**src/rtl/legv8_pkg.sv**
```systemverilog
// Shared encodings for the LEGv8 multi-cycle control path: opcodes, masks,
// FSM states, instruction classes and the datapath select encodings.
package legv8_pkg;

    typedef enum logic [2:0] {
        ST_RESET,
        ST_FETCH,
        ST_DECODE,
        ST_EXEC,
        ST_MEM,
        ST_WB,
        ST_HALT
    } state_e;

    typedef enum logic [3:0] {
        CLS_NONE,
        CLS_R,
        CLS_I,
        CLS_LDUR,
        CLS_STUR,
        CLS_B,
        CLS_BL,
        CLS_CB,
        CLS_BCOND,
        CLS_BR
    } inst_class_e;

    localparam logic [2:0] BR_SEQ   = 3'b000;
    localparam logic [2:0] BR_B     = 3'b001;
    localparam logic [2:0] BR_CBZ   = 3'b010;
    localparam logic [2:0] BR_CBNZ  = 3'b011;
    localparam logic [2:0] BR_BCOND = 3'b100;
    localparam logic [2:0] BR_BR    = 3'b101;
    localparam logic [2:0] BR_BL    = 3'b110;

    localparam logic [1:0] ALU_ADD   = 2'b00;
    localparam logic [1:0] ALU_PASS  = 2'b01;
    localparam logic [1:0] ALU_FUNCT = 2'b10;

    localparam logic [1:0] M2R_ALU = 2'b00;
    localparam logic [1:0] M2R_MDR = 2'b01;
    localparam logic [1:0] M2R_PC4 = 2'b10;

    localparam logic [1:0] ERR_OK       = 2'b00;
    localparam logic [1:0] ERR_ILLEGAL  = 2'b01;
    localparam logic [1:0] ERR_IMEM_TO  = 2'b10;
    localparam logic [1:0] ERR_DMEM_TO  = 2'b11;

    // R-format, LDUR/STUR and BR are full 11-bit matches
    localparam logic [10:0] OP_ADD  = 11'b10001011000;
    localparam logic [10:0] OP_ADDS = 11'b10101011000;
    localparam logic [10:0] OP_SUB  = 11'b11001011000;
    localparam logic [10:0] OP_SUBS = 11'b11101011000;
    localparam logic [10:0] OP_AND  = 11'b10001010000;
    localparam logic [10:0] OP_ANDS = 11'b11101010000;
    localparam logic [10:0] OP_ORR  = 11'b10101010000;
    localparam logic [10:0] OP_EOR  = 11'b11001010000;
    localparam logic [10:0] OP_LSL  = 11'b11010011011;
    localparam logic [10:0] OP_LSR  = 11'b11010011010;
    localparam logic [10:0] OP_LDUR = 11'b11111000010;
    localparam logic [10:0] OP_STUR = 11'b11111000000;
    localparam logic [10:0] OP_BR   = 11'b11010110000;

    localparam logic [10:0] MASK_I   = 11'b11111111110;
    localparam logic [10:0] OP_ADDI  = 11'b10010001000;
    localparam logic [10:0] OP_ADDIS = 11'b10110001000;
    localparam logic [10:0] OP_SUBI  = 11'b11010001000;
    localparam logic [10:0] OP_SUBIS = 11'b11110001000;
    localparam logic [10:0] OP_ANDI  = 11'b10010010000;
    localparam logic [10:0] OP_ANDIS = 11'b11110010000;
    localparam logic [10:0] OP_ORRI  = 11'b10110010000;
    localparam logic [10:0] OP_EORI  = 11'b11010010000;

    localparam logic [10:0] MASK_CB  = 11'b11111111000;
    localparam logic [10:0] OP_CBZ   = 11'b10110100000;
    localparam logic [10:0] OP_CBNZ  = 11'b10110101000;
    localparam logic [10:0] OP_BCOND = 11'b01010100000;

    localparam logic [10:0] MASK_B = 11'b11111100000;
    localparam logic [10:0] OP_B   = 11'b00010100000;
    localparam logic [10:0] OP_BL  = 11'b10010100000;

    typedef struct packed {
        inst_class_e cls;
        logic        set_flags;
        logic        reg2loc;
        logic        alu_src;
        logic [1:0]  alu_op;
        logic        wreg_loc;
        logic [1:0]  mem_to_reg;
        logic [2:0]  branch_op;
    } ctrl_fields_t;

    function automatic logic op_match(logic [10:0] op, logic [10:0] mask, logic [10:0] val);
        return (op & mask) == val;
    endfunction

endpackage

```
**src/rtl/legv8_mc_decode.sv**
```systemverilog
// Combinational opcode classifier: instruction class, static datapath
// selects and an illegal flag for anything not in the supported subset.
module legv8_mc_decode
    import legv8_pkg::*;
(
    input  logic [10:0] opcode,
    output logic [3:0]  cls,
    output logic        illegal,
    output logic        set_flags,
    output logic        reg2loc,
    output logic        alu_src,
    output logic [1:0]  alu_op,
    output logic        wreg_loc,
    output logic [1:0]  mem_to_reg,
    output logic [2:0]  branch_op
);

    logic [10:0] op_i;
    assign op_i = opcode & MASK_I;

    always_comb begin
        cls        = CLS_NONE;
        illegal    = 1'b0;
        set_flags  = 1'b0;
        reg2loc    = 1'b0;
        alu_src    = 1'b0;
        alu_op     = ALU_ADD;
        wreg_loc   = 1'b0;
        mem_to_reg = M2R_ALU;
        branch_op  = BR_SEQ;
        if (opcode inside {OP_ADD, OP_ADDS, OP_SUB, OP_SUBS, OP_AND, OP_ANDS,
                           OP_ORR, OP_EOR, OP_LSL, OP_LSR}) begin
            cls       = CLS_R;
            alu_op    = ALU_FUNCT;
            set_flags = opcode inside {OP_ADDS, OP_SUBS, OP_ANDS};
        end else if (op_i inside {OP_ADDI, OP_ADDIS, OP_SUBI, OP_SUBIS,
                                  OP_ANDI, OP_ANDIS, OP_ORRI, OP_EORI}) begin
            cls       = CLS_I;
            alu_src   = 1'b1;
            alu_op    = ALU_FUNCT;
            set_flags = op_i inside {OP_ADDIS, OP_SUBIS, OP_ANDIS};
        end else if (opcode == OP_LDUR) begin
            cls        = CLS_LDUR;
            alu_src    = 1'b1;
            mem_to_reg = M2R_MDR;
        end else if (opcode == OP_STUR) begin
            cls     = CLS_STUR;
            alu_src = 1'b1;
            reg2loc = 1'b1;
        end else if (opcode == OP_BR) begin
            cls       = CLS_BR;
            branch_op = BR_BR;
        end else if (op_match(opcode, MASK_CB, OP_CBZ) || op_match(opcode, MASK_CB, OP_CBNZ)) begin
            cls       = CLS_CB;
            reg2loc   = 1'b1;
            alu_op    = ALU_PASS;
            branch_op = opcode[3] ? BR_CBNZ : BR_CBZ;
        end else if (op_match(opcode, MASK_CB, OP_BCOND)) begin
            cls       = CLS_BCOND;
            branch_op = BR_BCOND;
        end else if (op_match(opcode, MASK_B, OP_B)) begin
            cls       = CLS_B;
            branch_op = BR_B;
        end else if (op_match(opcode, MASK_B, OP_BL)) begin
            cls        = CLS_BL;
            wreg_loc   = 1'b1;
            mem_to_reg = M2R_PC4;
            branch_op  = BR_BL;
        end else begin
            illegal = 1'b1;
        end
    end

endmodule

```
**src/rtl/legv8_mc_ctrl.sv**
```systemverilog
// Multi-cycle LEGv8 control FSM: FETCH/DECODE/EXEC/MEM/WB with imem/dmem handshakes.
// Define LEGV8_MC_TIMEOUT_EN to enable the memory-wait watchdog (err_code 10/11).
module legv8_mc_ctrl
    import legv8_pkg::*;
#(
    parameter int WAIT_W   = 8,
    parameter int WAIT_MAX = 255
) (
    input  logic        clk,
    input  logic        rst,
    input  logic [10:0] opcode,
    input  logic        imem_ack,
    input  logic        dmem_ack,
    output logic        imem_req,
    output logic        dmem_req,
    output logic        IRWrite,
    output logic        MDRWrite,
    output logic        PCWrite,
    output logic        Reg2Loc,
    output logic        RegWrite,
    output logic        WRegLoc,
    output logic        ALUSrc,
    output logic [1:0]  ALUOp,
    output logic        SregUp,
    output logic [2:0]  BranchOp,
    output logic        MemRead,
    output logic        MemWrite,
    output logic [1:0]  MemtoReg,
    output logic [1:0]  err_code
);

    if (WAIT_MAX < 1 || WAIT_MAX >= (1 << WAIT_W)) begin : g_bad_wait_max
        $error("WAIT_MAX must lie in [1, 2**WAIT_W)");
    end

    state_e       state_q, state_d;
    ctrl_fields_t fld_q, fld_d, dec_fld;
    logic [1:0]   err_q, err_d;
    logic         dec_illegal;
    logic [3:0]   dec_cls;
    logic         wait_expired;

    legv8_mc_decode u_decode (
        .opcode     (opcode),
        .cls        (dec_cls),
        .illegal    (dec_illegal),
        .set_flags  (dec_fld.set_flags),
        .reg2loc    (dec_fld.reg2loc),
        .alu_src    (dec_fld.alu_src),
        .alu_op     (dec_fld.alu_op),
        .wreg_loc   (dec_fld.wreg_loc),
        .mem_to_reg (dec_fld.mem_to_reg),
        .branch_op  (dec_fld.branch_op)
    );
    assign dec_fld.cls = inst_class_e'(dec_cls);

`ifdef LEGV8_MC_TIMEOUT_EN
    localparam logic [WAIT_W-1:0] WAIT_LAST = WAIT_W'(WAIT_MAX - 1);
    logic [WAIT_W-1:0] wait_cnt_q, wait_cnt_d;

    // Counts unacknowledged request cycles; any non-waiting cycle clears it,
    // which covers the clear-on-entry to FETCH and MEM.
    always_comb begin
        wait_cnt_d = '0;
        if ((state_q == ST_FETCH && !imem_ack) || (state_q == ST_MEM && !dmem_ack))
            wait_cnt_d = wait_cnt_q + 1'b1;
    end

    assign wait_expired = (wait_cnt_q == WAIT_LAST);

    always_ff @(posedge clk) begin
        if (rst) wait_cnt_q <= '0;
        else     wait_cnt_q <= wait_cnt_d;
    end
`else
    assign wait_expired = 1'b0;
`endif

    always_comb begin
        state_d  = state_q;
        fld_d    = fld_q;
        err_d    = err_q;
        imem_req = 1'b0;
        dmem_req = 1'b0;
        IRWrite  = 1'b0;
        MDRWrite = 1'b0;
        PCWrite  = 1'b0;
        RegWrite = 1'b0;
        SregUp   = 1'b0;
        MemRead  = 1'b0;
        MemWrite = 1'b0;
        case (state_q)
            ST_RESET: state_d = ST_FETCH;
            ST_FETCH: begin
                imem_req = 1'b1;
                if (imem_ack) begin
                    IRWrite = 1'b1;
                    state_d = ST_DECODE;
                end else if (wait_expired) begin
                    state_d = ST_HALT;
                    err_d   = ERR_IMEM_TO;
                end
            end
            ST_DECODE: begin
                fld_d = dec_fld;
                if (dec_illegal) begin
                    state_d = ST_HALT;
                    err_d   = ERR_ILLEGAL;
                end else begin
                    state_d = ST_EXEC;
                end
            end
            ST_EXEC: begin
                case (fld_q.cls)
                    CLS_R, CLS_I: begin
                        SregUp  = fld_q.set_flags;
                        state_d = ST_WB;
                    end
                    CLS_LDUR, CLS_STUR: state_d = ST_MEM;
                    CLS_BL: begin
                        PCWrite  = 1'b1;
                        RegWrite = 1'b1;
                        state_d  = ST_FETCH;
                    end
                    CLS_B, CLS_CB, CLS_BCOND, CLS_BR: begin
                        PCWrite = 1'b1;
                        state_d = ST_FETCH;
                    end
                    default: state_d = ST_FETCH;
                endcase
            end
            ST_MEM: begin
                dmem_req = 1'b1;
                MemRead  = (fld_q.cls == CLS_LDUR);
                if (dmem_ack) begin
                    if (fld_q.cls == CLS_LDUR) begin
                        MDRWrite = 1'b1;
                        state_d  = ST_WB;
                    end else begin
                        MemWrite = 1'b1;
                        PCWrite  = 1'b1;
                        state_d  = ST_FETCH;
                    end
                end else if (wait_expired) begin
                    state_d = ST_HALT;
                    err_d   = ERR_DMEM_TO;
                end
            end
            ST_WB: begin
                RegWrite = 1'b1;
                PCWrite  = 1'b1;
                state_d  = ST_FETCH;
            end
            ST_HALT: ;
            default: state_d = ST_RESET;
        endcase
        // A halted core shows neutral selects, whatever caused the halt
        if (state_d == ST_HALT) fld_d = '0;
    end

    always_ff @(posedge clk) begin
        if (rst) begin
            state_q <= ST_RESET;
            fld_q   <= '0;
            err_q   <= ERR_OK;
        end else begin
            state_q <= state_d;
            fld_q   <= fld_d;
            err_q   <= err_d;
        end
    end

    assign Reg2Loc  = fld_q.reg2loc;
    assign ALUSrc   = fld_q.alu_src;
    assign ALUOp    = fld_q.alu_op;
    assign WRegLoc  = fld_q.wreg_loc;
    assign MemtoReg = fld_q.mem_to_reg;
    assign BranchOp = fld_q.branch_op;
    assign err_code = err_q;

endmodule

```
**config.mk**
```make
export PLATFORM = sky130hd
export DESIGN_NAME = legv8_mc_ctrl
export DESIGN_NICKNAME = d
export VERILOG_FILES = /design/src/rtl/legv8_pkg.sv /design/src/rtl/legv8_mc_decode.sv /design/src/rtl/legv8_mc_ctrl.sv
export SDC_FILE = /design/constraint.sdc
export NUM_CORES = 1
export LEC_CHECK = 0
export CELL_PAD_IN_SITES_DETAIL_PLACEMENT = 1
export CELL_PAD_IN_SITES_GLOBAL_PLACEMENT = 1
export CORE_ASPECT_RATIO = 0.7
export CORE_MARGIN = 2
export CORE_UTILIZATION = 34
export DETAILED_ROUTE_END_ITERATION = 8
export GPL_TIMING_DRIVEN = 0
export PLACE_DENSITY = 0.84
export SYNTH_ARGS = -nofsm -noshare
export SYNTH_HDL_FRONTEND = slang
export SYNTH_SLANG_ARGS = --single-unit
```
**constraint.sdc**
```tcl
create_clock -name clk -period 2.4 [get_ports clk]
set_input_delay 0.48 -clock clk [delete_from_list [all_inputs] [get_ports clk]]
set_output_delay 0.48 -clock clk [all_outputs]
set_load 0.005 [all_outputs]
```
# Word-level counts from Yosys, hierarchy flattened
# Cells that the tools add are included.
dict set report op_classes {
  addsub 0
  multipliers 0
  n_div 0
  order_cmp 0
  n_eq_ne 42
  n_shift 0
  muxes 87
  bitwise_logic 0
  reduce_logical 12
}
# operator count
set ops {}
lappend ops {{$eq 11x11->1 const B} 13}
lappend ops {{$eq 10x10->1 const B} 8}
lappend ops {{$mux 1} 47}
lappend ops {{$mux 3} 14}
lappend ops {{$mux 4} 8}
lappend ops {{$mux 2} 14}
lappend ops {{$pmux 3 s6} 1}
lappend ops {{$eq 4x3->1 const B} 4}
lappend ops {{$eq 8x8->1 const B} 2}
lappend ops {{$eq 3x3->1 const B} 4}
lappend ops {{$reduce_bool 10->1} 1}
lappend ops {{$eq 4x2->1 const B} 2}
lappend ops {{$eq 4x4->1 const B} 2}
lappend ops {{$eq 8x7->1 const B} 1}
lappend ops {{$reduce_bool 8->1} 1}
lappend ops {{$reduce_or 2->1} 4}
lappend ops {{$eq 3x2->1 const B} 2}
lappend ops {{$eq 6x3->1 const B} 1}
lappend ops {{$eq 6x6->1 const B} 1}
lappend ops {{$pmux 3 s2} 1}
lappend ops {{$reduce_bool 3->1} 2}
lappend ops {{$reduce_or 5->1} 1}
lappend ops {{$eq 4x1->1 const B} 1}
lappend ops {{$eq 3x1->1 const B} 1}
lappend ops {{other kinds (5)} 5}
dict set report word_totals {
  ff_bits 19
  latchBits 0
  ram_bits 0
  romBits 0
  in_bits 15
  output_inout_bits 21
  word_cells 151
  n_memories 0
}

# Depth between registers and ports, before layout
dict set report depth {
  depth_word 14
  depth_mapped 8
}

# Hierarchy
# A second synthesis with hierarchy kept.
dict set report hier_totals {
  hier_cells 179
  area_unflattened_um2 1395.1
}
# mod instances cells_per_inst area_each_um2
set by_module_without_submodules {}
lappend by_module_without_submodules {legv8_mc_ctrl 1 126 1036.0}
lappend by_module_without_submodules {legv8_mc_decode 1 53 359.1}

# Worst setup path after synthesis
# Ideal clock, no wire load.
dict set report synth_path {
  path_type {input-to-reg}
  from {input opcode[5]}
  to {register fld_q (netlist bit BranchOp[2])}
  arrival_time_ps 1950
  t_required_ps 2273
  setup_slack_ps 323
  path_stages 5
  n_path_buf 0
  cell_sequence {or3b_4 -> or4_4 -> and2_1 -> a32o_1 -> nor2b_1}
}
dict set report synth_via {
  elab_chain_cells 14
  word_cells_on_any_way 51
}
# element line
set synth_rtl {}
lappend synth_rtl {{from (decl)} legv8_mc_ctrl.sv:11} ;# input logic [10:0] opcode,
lappend synth_rtl {{$eq 6x6->1} legv8_pkg.sv:95} ;# return (op & mask) == val;
lappend synth_rtl {{$mux 1} legv8_mc_decode.sv:64} ;# end else if (op_match(opcode, MASK_B, OP_BL)) begin
lappend synth_rtl {{$mux 1} legv8_mc_decode.sv:61} ;# end else if (op_match(opcode, MASK_B, OP_B)) begin
lappend synth_rtl {{$mux 1} legv8_mc_decode.sv:58} ;# end else if (op_match(opcode, MASK_CB, OP_BCOND)) begin
lappend synth_rtl {{$mux 1} legv8_mc_decode.sv:53} ;# end else if (op_match(opcode, MASK_CB, OP_CBZ) || op_match(opcode, MASK_CB, OP_CBNZ)) begin
lappend synth_rtl {{$mux 1} legv8_mc_decode.sv:50} ;# end else if (opcode == OP_BR) begin
lappend synth_rtl {{$mux 1} legv8_mc_decode.sv:46} ;# end else if (opcode == OP_STUR) begin
lappend synth_rtl {{$mux 1} legv8_mc_decode.sv:42} ;# end else if (opcode == OP_LDUR) begin
lappend synth_rtl {{$mux 1} legv8_mc_decode.sv:36} ;# end else if (op_i inside {OP_ADDI, OP_ADDIS, OP_SUBI, OP_SUBIS,
lappend synth_rtl {{$mux 1} legv8_mc_decode.sv:31} ;# if (opcode inside {OP_ADD, OP_ADDS, OP_SUB, OP_SUBS, OP_AND, OP_ANDS,
lappend synth_rtl {{$mux 3} legv8_mc_ctrl.sv:106} ;# if (dec_illegal) begin
lappend synth_rtl {{$pmux 3 s6} legv8_mc_ctrl.sv:92} ;# case (state_q)
lappend synth_rtl {{$eq 3x3->1} legv8_mc_ctrl.sv:158} ;# if (state_d == ST_HALT) fld_d = '0;
lappend synth_rtl {{$reduce_or 2->1 (no source line)} --}
lappend synth_rtl {{to (signal assigned)} legv8_mc_ctrl.sv:168} ;# fld_q <= fld_d;
lappend synth_rtl {{to (decl)} legv8_mc_ctrl.sv:37} ;# ctrl_fields_t fld_q, fld_d, dec_fld;
# Several ways; a longest one is shown, not always the timed one.
# A chain may end at the register's enable or synchronous reset.

# Final worst setup path
dict set report layout_path {
  from {input opcode[2]}
  to {register fld_q[10] (netlist name)}
}
dict set report layout_via {
  elab_chain_cells 10
  word_cells_on_any_way 36
}
# element line
set layout_rtl {}
lappend layout_rtl {{$eq 11x11->1} legv8_mc_decode.sv:50}
lappend layout_rtl {{$mux 1} legv8_mc_decode.sv:50}
lappend layout_rtl {{$mux 1} legv8_mc_decode.sv:46}
lappend layout_rtl {{$mux 1} legv8_mc_decode.sv:42}
lappend layout_rtl {{$mux 1} legv8_mc_decode.sv:36}
lappend layout_rtl {{$mux 1} legv8_mc_decode.sv:31}
lappend layout_rtl {{$mux 3} legv8_mc_ctrl.sv:106}
lappend layout_rtl {{$pmux 3 s6} legv8_mc_ctrl.sv:92}
lappend layout_rtl {{$eq 3x3->1} legv8_mc_ctrl.sv:158}
lappend layout_rtl {{$reduce_or 2->1 (no source line)} --}
# Several ways; a longest one is shown, not always the timed one.

==> metrics <==
maximum root-to-sink buffer count=2; cts-stage hold buffer count=0; CP Data Required Time=~2.6 ns; Final Util=0.5248; IO Port Bufs=32; GRT overflow=0; gp weighted congestion=slightly below 0.9; HP Class=flop to flop; PD cells=410.3 nW/µm²; final setup fails=0; top-count cell post-synth=dfxtp_1; EDFF count, synth=0; Hold Slack=0.4646 ns; WL final=4545 µm; pin count of the biggest net entering global routing=11; Synth top cells by count=dfxtp_1 (18), a21oi_1 (14), nand2_1 (12); Rows=18; Cell variety after synth=a little under 60; ratio of cells with drive above 1 in the final layout=0.2587; Starting Density=0.3581; CTS tree=yes; post-synth top area share=0.2846; # IOs=36; Post-Synthesis Cells=roughly 160; Setup TNS=0 ns; clock latency on the worst-skew pair=roughly 0.26 ns; crit-path max FO=6; die width=76.94 µm; Ant. Diodes=0; Area after DPL=about 1600 µm²; PnR worst setup slack=0.006999 ns; Layout area overhead=46.54%; Non-Filler Instances=approximately 250; post-route ant nets=0; critical path class=input port to flop; synthesized area per cell=roughly 7.9 µm²; initial antenna violation count=0; routed len/inst=approximately 18 µm; ys async rst share=0; Cell Area, Synth=between 1000 and 1500 µm²; Num CTS Buffers=3; WP data arrival=about 2.6 ns; Place WS=-0.3660 ns; Total Power=roughly 760 µW; crit end category=flop; Vias/cell=between 5 and 6; max-cap violations=0; DR vias=~1,400; area of the core=3536 µm²; Chip Height=55.06 µm; post-route cell area=around 1900 µm²; sequential cell area fraction in the yosys report=0.2846; Hold Fails Final Rpt=0; DRT Pass-1 Iters=4; clock slew at reported path FFs=~0.070 ns; crit start category=input port; clock sinks=18; leading area contributor after synthesis=dfxtp_1; top_reg_cell synth=dfxtp_1; Worst Max-Slew Pin Slew=roughly 1.2 ns; Mapped Nets=~180; Synth warnings=0; Lkg Pwr=roughly 0.67 nW; final net count=between 200 and 250; post-DP HPWL=3173 µm; # DRC=0; placed insts=roughly 240; Max H-tree Level=1; Initial DRC Count=between 90 and 100; Tcrit/Tclk final=0.9971; Tmin final=between 2 and 2.5 ns; Rel. slew slack=0.1819; status=complete, no violations; vias in the first global route=1,379; Peak supply drop=about 0.26 mV; register bit total from synthesis=18; Achievable Freq=417.9 MHz; synth top area cells=dfxtp_1 (28%), a21oi_1 (5.5%), buf_4 (4.7%); total track usage=0.2171; Slew Viols, Final=0; Die ar.=roughly 4200 µm²; root buf cell=clkbuf_8; first-pass GRT wire length=6906 µm; clk_skew=around 0.0023 ns
cells by family (layout without fill, tap and decap cells):
kind of cell / count (synthesis) / in the layout / share of synthesized area
AOI/OAI and AO/OA: 44 / 44 / 0.2263
xor gates and xnor gates: 2 / 2 / 0.01384
buffers and inverters: 23 / 63 / 0.09881
DFF: 18 / 18 / 0.2846
other: 1 / 1 / 0.002962
and+or+nand+nor: 73 / 73 / 0.3735
area by class of cell:
class,instances,area (µm²)
plain buffers,13,91.34
fillers,426,1680
inverters,6,22.52
repair buffers,40,406.6
clock buffers,4,55.05
multi-input cells,120,840.8
well taps,50,62.56
flip-flops and latches,18,376.6
path summary, 6_finish.rpt:
| path | startpoint | to | slack, ns | cells past startpoint |
|---|---|---|---|---|
| hold reg to reg | BranchOp[1] | BranchOp[1] | 0.46 | 2 |
| setup / recovery | opcode[2] | fld_q[10] | 0.007 | 6 |
| hold / removal | BranchOp[1] | BranchOp[1] | 0.46 | 2 |
| setup reg to reg | state_q[2] | ALUOp[0] | 0.15 | 7 |
report_power, final:
group,internal [mW],total [mW],switching (mW)
Combinational,0.0916,0.180,0.0884
Clock,0.146,0.259,0.113
Sequential,0.307,0.322,0.0152
Total,0.545,0.761,0.216
cell usage in the layout, fill, tap and decap left out, types with 2 or more instances in the layout:
| cell type | count |
|---|---|
| nor3b_1 | 2 |
| nor3_1 | 3 |
| o31ai_1 | 2 |
| nor4_1 | 2 |
| clkbuf_1 | 3 |
| or3b_2 | 2 |
| dfxtp_2 | 4 |
| dlygate4sd2_1 | 3 |
| nand2_1 | 12 |
| nor2_2 | 9 |
| o21ai_0 | 10 |
| clkbuf_8 | 4 |
| nor2_1 | 10 |
| clkdlybuf4s50_1 | 27 |
| nand4bb_1 | 2 |
| dfxtp_4 | 3 |
| dlymetal6s2s_1 | 2 |
| inv_1 | 6 |
| nand3b_1 | 3 |
| dfxtp_1 | 11 |
| nor2b_1 | 2 |
| and2_1 | 4 |
| or4_4 | 2 |
| buf_4 | 15 |
| a21oi_1 | 14 |
flip-flops by register name, summed over array words and instances (netlist names):
signal / count
ALUOp: 2
ALUSrc: 1
BranchOp: 3
MemtoReg: 2
Reg2Loc: 1
err_code: 1
fld_q: 5
state_q: 3
worst max-delay path: stages:
cell and delay (ns):
clkdlybuf4s50_1 0.45, or3b_4 0.44, a2111o_1 0.36, a2111oi_1 0.61
a21oi_1 0.14, nor2_2 0.12
metal layers:
layer	wire (µm)	part of all wire	up-vias	global-route usage
li1	-	-	661	-
met1	1920	0.42	699	0.2517
met2	2309	0.51	50	0.4211
met3	239	0.053	10	0.04058
met4	76	0.017	0	0.06970
met5	0	0	-	0
repair_timing:
item,CTS,global route
pin swaps,6,6
gates cloned,1,0
resized for setup,18,8
setup endpoints to repair,16,17
setup buffers,3,4
No activity file was read; power rests on OpenSTA's default activity.
